`config.mk`:
```
export PLATFORM = sky130hd
export DESIGN_NAME = pix_delay_ctrl_flat
export DESIGN_NICKNAME = d
export VERILOG_FILES = /design/src/rtl/pix_delay_ctrl_if.sv /design/src/rtl/pix_delay_ctrl.sv /design/src/flat_wrapper.sv
export SDC_FILE = /design/constraint.sdc
export NUM_CORES = 1
export LEC_CHECK = 0
export ABC_AREA = 1
export BUFFER_PORTS_ARGS = -buffer_cell sky130_fd_sc_hd__buf_2
export CORE_ASPECT_RATIO = 1.25
export CORE_MARGIN = 2
export CORE_UTILIZATION = 55
export DETAILED_ROUTE_END_ITERATION = 12
export GPL_TIMING_DRIVEN = 0
export PLACE_DENSITY = 0.73
export SYNTH_ARGS = -nofsm -noshare
export SYNTH_HDL_FRONTEND = slang
export SYNTH_SLANG_ARGS = --single-unit
```
`constraint.sdc`:
```
create_clock -name pixelclk -period 9.4 [get_ports pixelclk]
set_input_delay 1.41 -clock pixelclk [delete_from_list [all_inputs] [get_ports pixelclk]]
set_output_delay 1.41 -clock pixelclk [all_outputs]
set_load 0.03 [all_outputs]
```
`src/rtl/pix_delay_ctrl_if.sv`:
```
// pix_delay_ctrl_if: strobe/address bus between the delay-line controller
// and the external simple-dual-port RAM that holds the delayed pixels.
// The controller owns the bus (master); the RAM wrapper consumes it (slave).
interface pix_delay_ctrl_if #(
  parameter int ADDR_W = 6
);
  logic              ram_we;
  logic [ADDR_W-1:0] ram_waddr;
  logic              ram_re;
  logic [ADDR_W-1:0] ram_raddr;

  modport master (
    output ram_we,
    output ram_waddr,
    output ram_re,
    output ram_raddr
  );

  modport slave (
    input ram_we,
    input ram_waddr,
    input ram_re,
    input ram_raddr
  );
endinterface

```
`src/rtl/pix_delay_ctrl.sv`:
```
// pix_delay_ctrl: sequences a RAM-based pixel delay line.
// A circular write pointer addresses the external RAM; the read address trails
// it by the programmed depth. The vs/hs/de qualifiers travel through a matching
// register chain so sync stays aligned with the RAM data. A new depth requested
// through cfg_wr is held as "pending" and only takes effect at the next frame
// start (rising i_vs on a pixel strobe), after which the line refills.
// Optional build macro: DELAY_BYPASS_EN adds i_bypass, which turns the line
// into a single-register pass-through and refills when bypass is released.
module pix_delay_ctrl #(
  parameter int ADDR_W    = 6,
  parameter int MAX_DEPTH = 64,
  parameter int DEF_DEPTH = 56
) (
  input  logic             pixelclk,
  input  logic             rst,
`ifdef DELAY_BYPASS_EN
  input  logic             i_bypass,
`endif
  input  logic             en,
  input  logic             i_vs,
  input  logic             i_hs,
  input  logic             i_de,
  input  logic [6:0]       cfg_depth,
  input  logic             cfg_wr,
  pix_delay_ctrl_if.master ram,
  output logic             o_vs,
  output logic             o_hs,
  output logic             o_de,
  output logic             o_valid,
  output logic             cfg_err,
  output logic             busy
);

  localparam int         TapW      = (MAX_DEPTH > 1) ? $clog2(MAX_DEPTH) : 1;
  localparam logic [6:0] MaxDepthC = 7'(MAX_DEPTH);
  localparam logic [6:0] DefDepthC = 7'(DEF_DEPTH);

  typedef enum logic {
    StFill = 1'b0,
    StRun  = 1'b1
  } state_t;

  state_t            state_q, state_d;
  logic [6:0]        depth_q, depth_d;
  logic [6:0]        pend_q;
  logic [6:0]        fillCnt_q, fillCnt_d;
  logic [ADDR_W-1:0] wrPtr_q;
  logic              vsPrev_q;
  logic              frameStart;
  logic              cfgIllegal;

  logic              ramWe_q;
  logic              ramRe_q;
  logic [ADDR_W-1:0] ramWaddr_q;
  logic [ADDR_W-1:0] ramRaddr_q;

  logic [2:0]        chain_q [MAX_DEPTH];
  logic [2:0]        oSync_q;
  logic              oValid_q;
  logic              cfgErr_q;
  logic              busy_q;
  logic [TapW-1:0]   tapIdx;

  logic              bypassOn;
  logic              bypassExit;

`ifdef DELAY_BYPASS_EN
  logic bypassPrev_q;

  // Remember last cycle's bypass so its release can be detected and force a refill.
  always_ff @(posedge pixelclk) begin
    if (rst) begin
      bypassPrev_q <= 1'b0;
    end else begin
      bypassPrev_q <= i_bypass;
    end
  end

  assign bypassOn   = i_bypass;
  assign bypassExit = bypassPrev_q & ~i_bypass;
`else
  assign bypassOn   = 1'b0;
  assign bypassExit = 1'b0;
`endif

  assign cfgIllegal = (cfg_depth == 7'd0) || (cfg_depth > MaxDepthC);
  assign tapIdx     = TapW'(depth_q - 7'd1);

  // Next-state logic: count fill strobes, then run; a frame start with a
  // different pending depth swaps the depth in and restarts the fill.
  always_comb begin
    state_d    = state_q;
    depth_d    = depth_q;
    fillCnt_d  = fillCnt_q;
    frameStart = en && i_vs && !vsPrev_q;

    if (en && (state_q == StFill)) begin
      fillCnt_d = fillCnt_q + 7'd1;
      if (fillCnt_q == depth_q - 7'd1) begin
        state_d = StRun;
      end
    end

    if (frameStart && (pend_q != depth_q)) begin
      depth_d   = pend_q;
      fillCnt_d = 7'd0;
      state_d   = StFill;
    end

    if (bypassExit) begin
      fillCnt_d = 7'd0;
      state_d   = StFill;
    end
  end

  // State, depth, fill counter, write pointer and the en-sampled vs history.
  always_ff @(posedge pixelclk) begin
    if (rst) begin
      state_q   <= StFill;
      depth_q   <= DefDepthC;
      fillCnt_q <= 7'd0;
      wrPtr_q   <= '0;
      vsPrev_q  <= 1'b0;
    end else begin
      state_q   <= state_d;
      depth_q   <= depth_d;
      fillCnt_q <= fillCnt_d;
      if (en) begin
        wrPtr_q  <= wrPtr_q + 1'b1;
        vsPrev_q <= i_vs;
      end
    end
  end

  // Pending depth capture; illegal requests are dropped and flagged for one cycle.
  always_ff @(posedge pixelclk) begin
    if (rst) begin
      pend_q   <= DefDepthC;
      cfgErr_q <= 1'b0;
    end else begin
      cfgErr_q <= cfg_wr && cfgIllegal;
      if (cfg_wr && !cfgIllegal) begin
        pend_q <= cfg_depth;
      end
    end
  end

  // Registered RAM strobes and addresses; read trails write by the current depth.
  always_ff @(posedge pixelclk) begin
    if (rst) begin
      ramWe_q    <= 1'b0;
      ramRe_q    <= 1'b0;
      ramWaddr_q <= '0;
      ramRaddr_q <= '0;
    end else begin
      ramWe_q <= en && !bypassOn;
      ramRe_q <= en && !bypassOn;
      if (en) begin
        ramWaddr_q <= wrPtr_q;
        ramRaddr_q <= wrPtr_q - ADDR_W'(depth_q);
      end
    end
  end

  // Sync/DE shift chain advanced on each strobe, cleared on reset.
  always_ff @(posedge pixelclk) begin
    if (rst) begin
      for (int i = 0; i < MAX_DEPTH; i++) begin
        chain_q[i] <= 3'b000;
      end
    end else if (en) begin
      chain_q[0] <= {i_vs, i_hs, i_de};
      for (int i = 1; i < MAX_DEPTH; i++) begin
        chain_q[i] <= chain_q[i-1];
      end
    end
  end

  // Output tap, valid flag and busy flag, all aligned with returning RAM data.
  always_ff @(posedge pixelclk) begin
    if (rst) begin
      oSync_q  <= 3'b000;
      oValid_q <= 1'b0;
      busy_q   <= 1'b0;
    end else begin
      busy_q   <= (state_q == StFill);
      oValid_q <= bypassOn ? en : (en && (state_q == StRun));
      if (en) begin
        oSync_q <= bypassOn ? {i_vs, i_hs, i_de} : chain_q[tapIdx];
      end
    end
  end

  assign ram.ram_we    = ramWe_q;
  assign ram.ram_re    = ramRe_q;
  assign ram.ram_waddr = ramWaddr_q;
  assign ram.ram_raddr = ramRaddr_q;

  assign o_vs    = oSync_q[2];
  assign o_hs    = oSync_q[1];
  assign o_de    = oSync_q[0];
  assign o_valid = oValid_q;
  assign cfg_err = cfgErr_q;
  assign busy    = busy_q;

endmodule

```
`src/flat_wrapper.sv`:
```
// flat-port wrapper written by rule: the top's interface ports become plain ports
module pix_delay_ctrl_flat 
#(
  parameter int ADDR_W    = 6,
  parameter int MAX_DEPTH = 64,
  parameter int DEF_DEPTH = 56
)
  (pixelclk, rst, en, i_vs, i_hs, i_de, cfg_depth, cfg_wr, o_vs, o_hs, o_de, o_valid, cfg_err, busy, ram_ram_we, ram_ram_waddr, ram_ram_re, ram_ram_raddr);
  pix_delay_ctrl_if #(.ADDR_W(ADDR_W)) ram_i ();
  input  logic pixelclk;
  input  logic rst;
  input  logic en;
  input  logic i_vs;
  input  logic i_hs;
  input  logic i_de;
  input  logic [6:0] cfg_depth;
  input  logic cfg_wr;
  output logic o_vs;
  output logic o_hs;
  output logic o_de;
  output logic o_valid;
  output logic cfg_err;
  output logic busy;
  output wire logic [$bits(ram_i.ram_we)-1:0] ram_ram_we;
  output wire logic [$bits(ram_i.ram_waddr)-1:0] ram_ram_waddr;
  output wire logic [$bits(ram_i.ram_re)-1:0] ram_ram_re;
  output wire logic [$bits(ram_i.ram_raddr)-1:0] ram_ram_raddr;
  assign ram_ram_we = ram_i.ram_we;
  assign ram_ram_waddr = ram_i.ram_waddr;
  assign ram_ram_re = ram_i.ram_re;
  assign ram_ram_raddr = ram_i.ram_raddr;
  pix_delay_ctrl #(.ADDR_W(ADDR_W), .MAX_DEPTH(MAX_DEPTH), .DEF_DEPTH(DEF_DEPTH)) u_core (.pixelclk(pixelclk), .rst(rst), .en(en), .i_vs(i_vs), .i_hs(i_hs), .i_de(i_de), .cfg_depth(cfg_depth), .cfg_wr(cfg_wr), .ram(ram_i), .o_vs(o_vs), .o_hs(o_hs), .o_de(o_de), .o_valid(o_valid), .cfg_err(cfg_err), .busy(busy));
endmodule
```
==> results of run 1 <==
logic make-up (layout without fill, tap and decap cells):
family | Yosys count | after routing | synth area share (%)
fa+ha+maj | 9 | 9 | 1.059
buf+inv | 288 | 365 | 10.25
simple gates | 663 | 663 | 24.29
xor+xnor | 23 | 23 | 2.008
flops | 240 | 240 | 59.31
compound gates | 60 | 60 | 3.089
worst min path at each step:
stage                               from           to  slack, ns  cells past startpoint
after floorplan           u_core.state_q  u_core.busy       0.39                      1
after global placement    u_core.state_q  u_core.busy       0.40                      1
after detailed placement  u_core.state_q  u_core.busy       0.40                      1
after CTS                 u_core.state_q  u_core.busy       0.42                      1
after global routing      u_core.state_q  u_core.busy       0.42                      1
final                     u_core.state_q  u_core.busy       0.42                      1
metal layers:
layer	global-route usage, %	up-vias
met5	0	-
met4	13.93	0
met3	3.560	96
met2	46.42	329
met1	30.05	4080
li1	-	4192
cell type report:
class                           count  area [um^2]
Clock inverter                      7        28.78
Multi-Input combinational cell    755         3453
Tap cell                          270        337.8
Fill cell                        1735         7547
Clock buffer                       37        723.2
Inverter                          223        844.6
Buffer                             65        325.3
Sequential cell                   240         6726
Timing Repair Buffer               33        187.7
worst max-delay path: stages, from the launching register on:
cell	delay, ns
dfxtp_1	0.35
buf_6	0.17
inv_2	0.11
buf_2	0.21
ha_1	0.35
buf_2	0.20
clkbuf_1	0.62
nand3_1	0.17
nand3_1	0.12
nand3_1	0.15
nand3_1	0.13
nand3_1	0.11
nand2_1	0.15
nand2_1	0.07
nand2_1	0.07
cells in the mapped netlist:
cell / count
xor2_4: 1
nand3_1: 182
o21ai_0: 21
edfxtp_1: 192
xor2_2: 1
ha_1: 8
nand2_1: 249
a21oi_2: 1
fa_1: 1
buf_2: 31
xor2_1: 14
a21oi_1: 20
or2_2: 1
inv_2: 6
nor3_2: 1
xnor2_1: 7
nand2_2: 3
dfxtp_1: 48
inv_1: 217
a22o_1: 1
nand4_1: 1
nor2_1: 215
nor3_1: 9
clkbuf_1: 26
buf_4: 3
nor2_2: 1
buf_6: 4
clkbuf_2: 1
o211ai_1: 17
nand3_2: 1
where the power goes:
group,leakage [nW],internal (mW),switching [mW]
registers,2.51,1.22,0.0278
logic,2.59,0.137,0.336
clock network,0.366,0.528,0.398
flip-flops by register name, summed over array words and instances, names as in the netlist, 3 cells and up:
signal / flops
u_core.ram.ram_raddr: 6
u_core.wrPtr_q: 6
u_core.pend_q: 7
u_core.oSync_q: 3
u_core.depth_q: 7
u_core.fillCnt_q: 7
u_core.ram.ram_waddr: 6
u_core.chain_q: 192
==> flow_summary.json, run 1 <==
{
  "status": "finished, final reports clean",
  "dr.first_iter.drc_count": 836,
  "timing.final.crit_period_ns": 3.042,
  "totalPowerFinal_mw": 2.650,
  "cts-root-buf": "clkbuf_16",
  "cts.repair.resized": 0,
  "period_share_pct": 32.36,
  "cts_hold_buffers": 0,
  "wl_um": 27680,
  "cts.sinks": 240,
  "post_drt_wl_per_cell_um": 16.98,
  "postLayoutCoreUtil_pct": 62.59,
  "layout-drive-gt1-share_pct": 8.750,
  "via_per_inst": 5.336,
  "regToRegSetupSlack_ns": 6.36,
  "grt_usage_pct": 25.82,
  "synth.top_cell.area_share_pct": 50.83,
  "ys.warnings.count": 0,
  "wl_met3_um": 1662,
  "powerDensity_nw_per_um2": 209.9,
  "grt_pass1_vias": 8655,
  "clock_latency_ns": 0.53,
  "tns_ns": 0,
  "chipHeight_um": 164.6,
  "pre_cts_slack_ns": 6.064,
  "rsz0062_at_grt": "no",
  "endpoint": "u_core.oSync_q[0]",
  "cts_setup_buffers": 0,
  "cts_tree": "yes",
  "crit_fanout": 10,
  "rows": 58,
  "place_hpwl_um": 18590,
  "grt_max_degree": 131,
  "numCtsBuffers": 24,
  "irDropWorstVdd_uv": 174.9,
  "whs_ns": 0.4171,
  "maxSlewHeadroom_pct": 42.29,
  "cts_buffer_depth": 3,
  "cp.required_ns": 9.87,
  "worstRegToRegCells": 14,
  "crit_path_end_kind": "flip-flop",
  "fin_ws_ns": 6.358,
  "syn_nets": 1306,
  "post_dp_cell_area_um2": 11880,
  "place.port_buffers": 32,
  "synth_area_per_cell_um2": 8.840,
  "finalMaxSlewViolations": 0,
  "finClkSkew_ns": 0.009308,
  "fin_nets": 1365,
  "drt-met1-wl_um": 10720,
  "htree_levels": 1,
  "fin_area_um2": 12630,
  "crit_start": "u_core.depth_q[0]",
  "leakage_nw": 5.468,
  "drtAntennaViolNets": 0,
  "num_vias": 8697,
  "criticalPathCategory": "reg -> reg",
  "final_common_cell": "nand2_1",
  "crit_arrival_ns": 3.51,
  "drc": 0,
  "die_x_um": 132.4,
  "dr.pass1.iters": 7,
  "seq_area_frac_synth_pct": 59.31,
  "antenna_found_initial": 0,
  "ios": 34,
  "r2r_start": "u_core.depth_q[0]",
  "dp.cells": 1586,
  "r2r_end": "u_core.oSync_q[0]",
  "syn_to_final_growth_pct": 11.33,
  "highest_layer": "met4",
  "synth_area_leaders": "edfxtp_1, dfxtp_1, nand2_1, nand3_1, inv_1",
  "ys_seq_elements": 240,
  "cp-start-kind": "flip-flop",
  "grt-ovfl-total": 0,
  "syn_area_um2": 11340,
  "clk_pin_slew_ns": 0.06,
  "grt_pass1_wl_um": 43670,
  "ys_types": 30,
  "stdcell_count": 1630,
  "hold_violations": 0,
  "tightest_slew_ns": 0.8656,
  "dieArea_um2": 21790,
  "hp-class": "reg -> reg",
  "setup_viol": 0,
  "layout_common_cells": "nand2_1, inv_1, nor2_1",
  "gp_congestion": 0.8661,
  "num_antenna_cells": 0,
  "cap_viol_max_count": 0,
  "fmax_ghz": 0.3287,
  "start_util_pct": 56.22,
  "yosysTopAreaCell": "edfxtp_1",
  "core_area_um2": 20170,
  "syn-instance-count": 1283,
  "met2WireLength_um": 13850
}
Power figures use the tool's default switching activity.
==> run 2: changes to the inputs <==
PLACE_DENSITY = 0.76   (was 0.73)
clock period = 2.6 ns   (was 9.4 ns; I/O delays follow)
==> flow_summary.json, run 2 (synthesis results as in run 1) <==
{
  "status": "finished, final reports clean",
  "stdcell_count": 1629,
  "final_common_cell": "nand2_1",
  "grt_max_degree": 46,
  "comb_power_share_pct": 18.6,
  "highest_layer": "met4",
  "largest_reg_flops": 192,
  "fmax_ghz": 0.4068,
  "post_drt_wl_per_cell_um": 16.25,
  "tightest_slew_ns": 0.8863,
  "cts_setup_buffers": 0,
  "irDropWorstVdd_uv": 589.3,
  "ios": 34,
  "hp-class": "in -> reg",
  "start_util_pct": 56.22,
  "crit_path_end_kind": "flip-flop",
  "clk_pin_slew_ns": 0.06,
  "crit_arrival_ns": 2.86,
  "worstRegToRegCells": 15,
  "wl_met3_um": 2001,
  "r2r_start": "u_core.depth_q[0]",
  "drtAntennaViolNets": 0,
  "crit_start": "u_core.depth_q[0]",
  "hold_violations": 0,
  "cts_tree": "yes",
  "drc": 0,
  "core_area_um2": 20170,
  "place.port_buffers": 32,
  "via_per_inst": 5.295,
  "hold-path-cell-count": 3,
  "hold_path_startpoint": "cfg_depth[3]",
  "period_share_pct": 94.54,
  "cts_buffer_depth": 3,
  "totalPowerFinal_mw": 9.382,
  "cts_hold_buffers": 0,
  "chipHeight_um": 164.6,
  "fill_cells": 1747,
  "die_x_um": 132.4,
  "largest_register": "u_core.chain_q",
  "powerDensity_nw_per_um2": 740.1,
  "cp.required_ns": 3.01,
  "leakage_nw": 5.500,
  "grt_pass1_vias": 8465,
  "fin_nets": 1366,
  "layout_common_cells": "nand2_1, inv_1, nor2_1",
  "seqPwrFrac_pct": 48.2,
  "power.share.clock_pct": 33.3,
  "dr.first_iter.drc_count": 891,
  "dr.pass1.iters": 6,
  "grt_usage_pct": 24.70,
  "cts.repair.resized": 8,
  "post_dp_cell_area_um2": 11940,
  "grt-ovfl-total": 0,
  "finalMaxSlewViolations": 0,
  "whs_ns": 0.09806,
  "crit_fanout": 18,
  "gp_congestion": 0.8902,
  "cap_viol_max_count": 0,
  "htree_levels": 1,
  "drt-met1-wl_um": 10410,
  "layout-drive-gt1-share_pct": 9.639,
  "num_vias": 8626,
  "finClkSkew_ns": 0.008811,
  "dieArea_um2": 21790,
  "setup_viol": 0,
  "dp.cells": 1589,
  "timing.final.crit_period_ns": 2.458,
  "grt_pass1_wl_um": 42260,
  "maxSlewHeadroom_pct": 40.79,
  "tns_ns": 0,
  "met2WireLength_um": 13200,
  "cts-root-buf": "clkbuf_16",
  "numCtsBuffers": 23,
  "p_sw_share_pct": 28.51,
  "criticalPathCategory": "reg -> reg",
  "syn_to_final_growth_pct": 11.77,
  "num_antenna_cells": 0,
  "wl_um": 26480,
  "clock_latency_ns": 0.51,
  "cp-start-kind": "flip-flop",
  "rows": 58,
  "fin_area_um2": 12680,
  "p_int_mw": 6.707,
  "antenna_found_initial": 0,
  "cts.sinks": 240,
  "place_hpwl_um": 18110,
  "p_sw_mw": 2.675
}
run 2: changes by cell type in the layout (fill, tap and decap cells not counted), sizes merged:
| cell | previous run | this run |
|---|---|---|
| buf | 71 | 73 |
| clkbuf | 64 | 66 |
| clkinv | 7 | 2 |
| clkinvlp | 0 | 1 |
| inv | 223 | 222 |
run 2: worst paths after layout:
check | to | slack [ns]
max reg2reg | u_core.oSync_q[1] | 0.14
min | u_core.pend_q[3] | 0.1
max | u_core.oSync_q[1] | 0.14
min reg2reg | u_core.busy | 0.44
run 2: per-stage QoR:
step	utilization [%]	worst slack (ns)
finish	62.84	0.1420
global route	62.84	-0.0007951
CTS	62.61	0.0006724
detailed placement	59.19	-0.4766
global placement	58.79	-2.672
floorplan	-	-1.333
run 2: cell type report:
cell class	instances	area (um^2)	area share, %
Clock buffer	39	671.9	5.300
Sequential cell	240	6726	53.06
Inverter	223	850.8	6.711
Buffer	64	376.6	2.971
Tap cell	270	337.8	2.665
Multi-Input combinational cell	755	3463	27.32
Timing Repair Buffer	36	240.2	1.895
Clock inverter	2	10.01	0.07896
run 2: power groups by stage:
stage | Sequential, mW | Combinational (mW) | Clock (mW)
after floorplan | 4.63 | 1.09 | 0
after global placement | 4.61 | 1.62 | 0
after detailed placement | 4.60 | 1.67 | 0
after CTS | 4.52 | 1.69 | 3.13
after global routing | 4.55 | 1.90 | 3.27
final | 4.52 | 1.74 | 3.12
run 2: layer usage:
layer | vias up | track usage (%)
met5 | - | 0
met4 | 0 | 10.17
met3 | 56 | 3.745
met2 | 338 | 44.09
met1 | 4022 | 30.11
li1 | 4210 | -
run 2: worst max-delay path, stage by stage, from the launching register on:
cell     delay, ns
dfxtp_1       0.33
buf_6         0.15
inv_4         0.17
ha_1          0.24
inv_1         0.06
nand2_1       0.07
nand2_2       0.19
inv_4         0.17
buf_6         0.19
nand3_1       0.11
nand3_1       0.12
nand3_1       0.13
nand3_1       0.19
nand2_2       0.10
nand2_1       0.07
nand2_1       0.04
==> run 3: changes to the inputs <==
CELL_PAD_IN_SITES_DETAIL_PLACEMENT = 2   (was unset)
CELL_PAD_IN_SITES_GLOBAL_PLACEMENT = 2   (was unset)
CORE_UTILIZATION = 35   (was 55)
SLEW_MARGIN = 20   (was unset)
==> flow_summary.json, run 3 (synthesis results as in run 1) <==
{
  "final_common_cell": "nand2_1",
  "post_drt_wl_per_cell_um": 20.20,
  "wl_um": 36020,
  "hold-path-cell-count": 3,
  "multi_input_comb_area_um2": 3496,
  "rows": 73,
  "postLayoutCoreUtil_pct": 41.22,
  "grt_pass1_wl_um": 56340,
  "criticalPathCategory": "reg -> reg",
  "powerDensity_nw_per_um2": 769.5,
  "cts-root-buf": "clkbuf_16",
  "largest_reg_flops": 192,
  "layout_common_cells": "nand2_1, inv_1, nor2_1",
  "crit_path_end_kind": "flip-flop",
  "hold_violations": 0,
  "timing.final.crit_period_ns": 2.498,
  "via_per_inst": 5.018,
  "dieArea_um2": 33870,
  "crit_fanout": 10,
  "layout-drive-gt1-share_pct": 10.14,
  "status": "finished, final reports clean",
  "cts_buffer_depth": 3,
  "grt_pass1_vias": 9980,
  "antenna_found_initial": 0,
  "finalMaxSlewViolations": 0,
  "dr.pass1.iters": 6,
  "cts.sinks": 240,
  "leakage_nw": 5.615,
  "dr.first_iter.drc_count": 438,
  "grt_max_degree": 34,
  "post_dp_cell_area_um2": 12200,
  "finClkSkew_ns": 0.007789,
  "grt-ovfl-total": 0,
  "grt_usage_pct": 22.07,
  "fmax_ghz": 0.4003,
  "largest_register": "u_core.chain_q",
  "regArea_um2": 6726,
  "cp-start-kind": "flip-flop",
  "gp_congestion": 0.7822,
  "crit_arrival_ns": 2.95,
  "ios": 34,
  "period_share_pct": 96.09,
  "htree_levels": 1,
  "syn_to_final_growth_pct": 15.85,
  "maxSlewHeadroom_pct": 40.08,
  "core_area_um2": 31880,
  "fin_area_um2": 13140,
  "place.port_buffers": 32,
  "die_x_um": 165.0,
  "worstRegToRegCells": 15,
  "drc": 0,
  "rsz0062_at_grt": "no",
  "fill_cells": 3507,
  "fin_nets": 1374,
  "start_util_pct": 35.58,
  "cap_viol_max_count": 0,
  "chipHeight_um": 205.3,
  "clk_pin_slew_ns": 0.06,
  "cts_tree": "yes",
  "place_hpwl_um": 25040,
  "clock_latency_ns": 0.55,
  "tightest_slew_ns": 0.8988,
  "cp.required_ns": 3.05,
  "drtAntennaViolNets": 0,
  "numCtsBuffers": 27,
  "irDropWorstVdd_uv": 497.2,
  "setup_viol": 0,
  "hp-class": "in -> reg",
  "num_antenna_cells": 0,
  "num_vias": 8947
}
## run 3: per-layer routing
| metal | GRT usage (%) | vias to the layer above | routed length [um] |
|---|---|---|---|
| met5 | 0 | - | 0 |
| met4 | 7.919 | 0 | 1280 |
| met3 | 2.620 | 72 | 1322 |
| met2 | 40.98 | 150 | 18940 |
| met1 | 25.89 | 4511 | 14480 |
| li1 | - | 4214 | - |
## run 3: power by group
part,internal [mW],total (mW),switching [mW],leakage [nW]
Sequential,4.42,4.53,0.108,2.51
Clock,2.03,3.60,1.57,0.383
Combinational,0.589,1.98,1.39,2.72
## run 3: critical path, stage by stage (launching register included)
cell      delay [ns]
dfxtp_1         0.37
buf_6           0.18
inv_4           0.08
buf_8           0.15
ha_2            0.32
buf_6           0.18
inv_8           0.09
buf_12          0.17
o211ai_1        0.10
nand3_1         0.11
nand3_1         0.14
nand3_1         0.13
nand3_1         0.12
nand2_2         0.11
nand2_1         0.07
nand2_1         0.05
## run 3: worst paths after layout
kind / from / to / slack (ns)
max: u_core.depth_q[0] / u_core.oSync_q[2] / 0.10
min: cfg_depth[3] / u_core.pend_q[3] / 0.06
max reg2reg: u_core.depth_q[0] / u_core.oSync_q[2] / 0.10
min reg2reg: u_core.state_q / u_core.busy / 0.42
## run 3: per-stage QoR
step / hold slack (ns) / TNS [ns] / worst slack, ns / cells / total power, mW
floorplan: 0.3925 / -257.11 / -1.333 / 1283 / 5.722
global placement: 0.4226 / -583.28 / -3.020 / 1727 / 6.397
detailed placement: 0.4182 / -2.258 / -0.7175 / 1734 / 6.486
CTS: 0.04236 / 0 / 0.02470 / 1783 / 10.20
global route: 0.06938 / 0 / 0.02376 / 1783 / 10.53
finish: 0.06102 / 0 / 0.1016 / 1783 / 10.11
## run 3: final cells by class
cell class	instances	share of cell area, %
buffer	65	3.276
clock buffer	39	5.561
clock inverter	10	0.4951
inverter	223	6.494
multi-input combinational	755	26.60
sequential	240	51.19
tap	412	3.923
timing repair buffer	39	2.457
## run 3: what timing repair did
action	CTS	global route
setup buffers	0	0
pin swaps	0	1
hold buffers	0	0
gates resized for setup	40	9
endpoints found under the setup margin	4	3
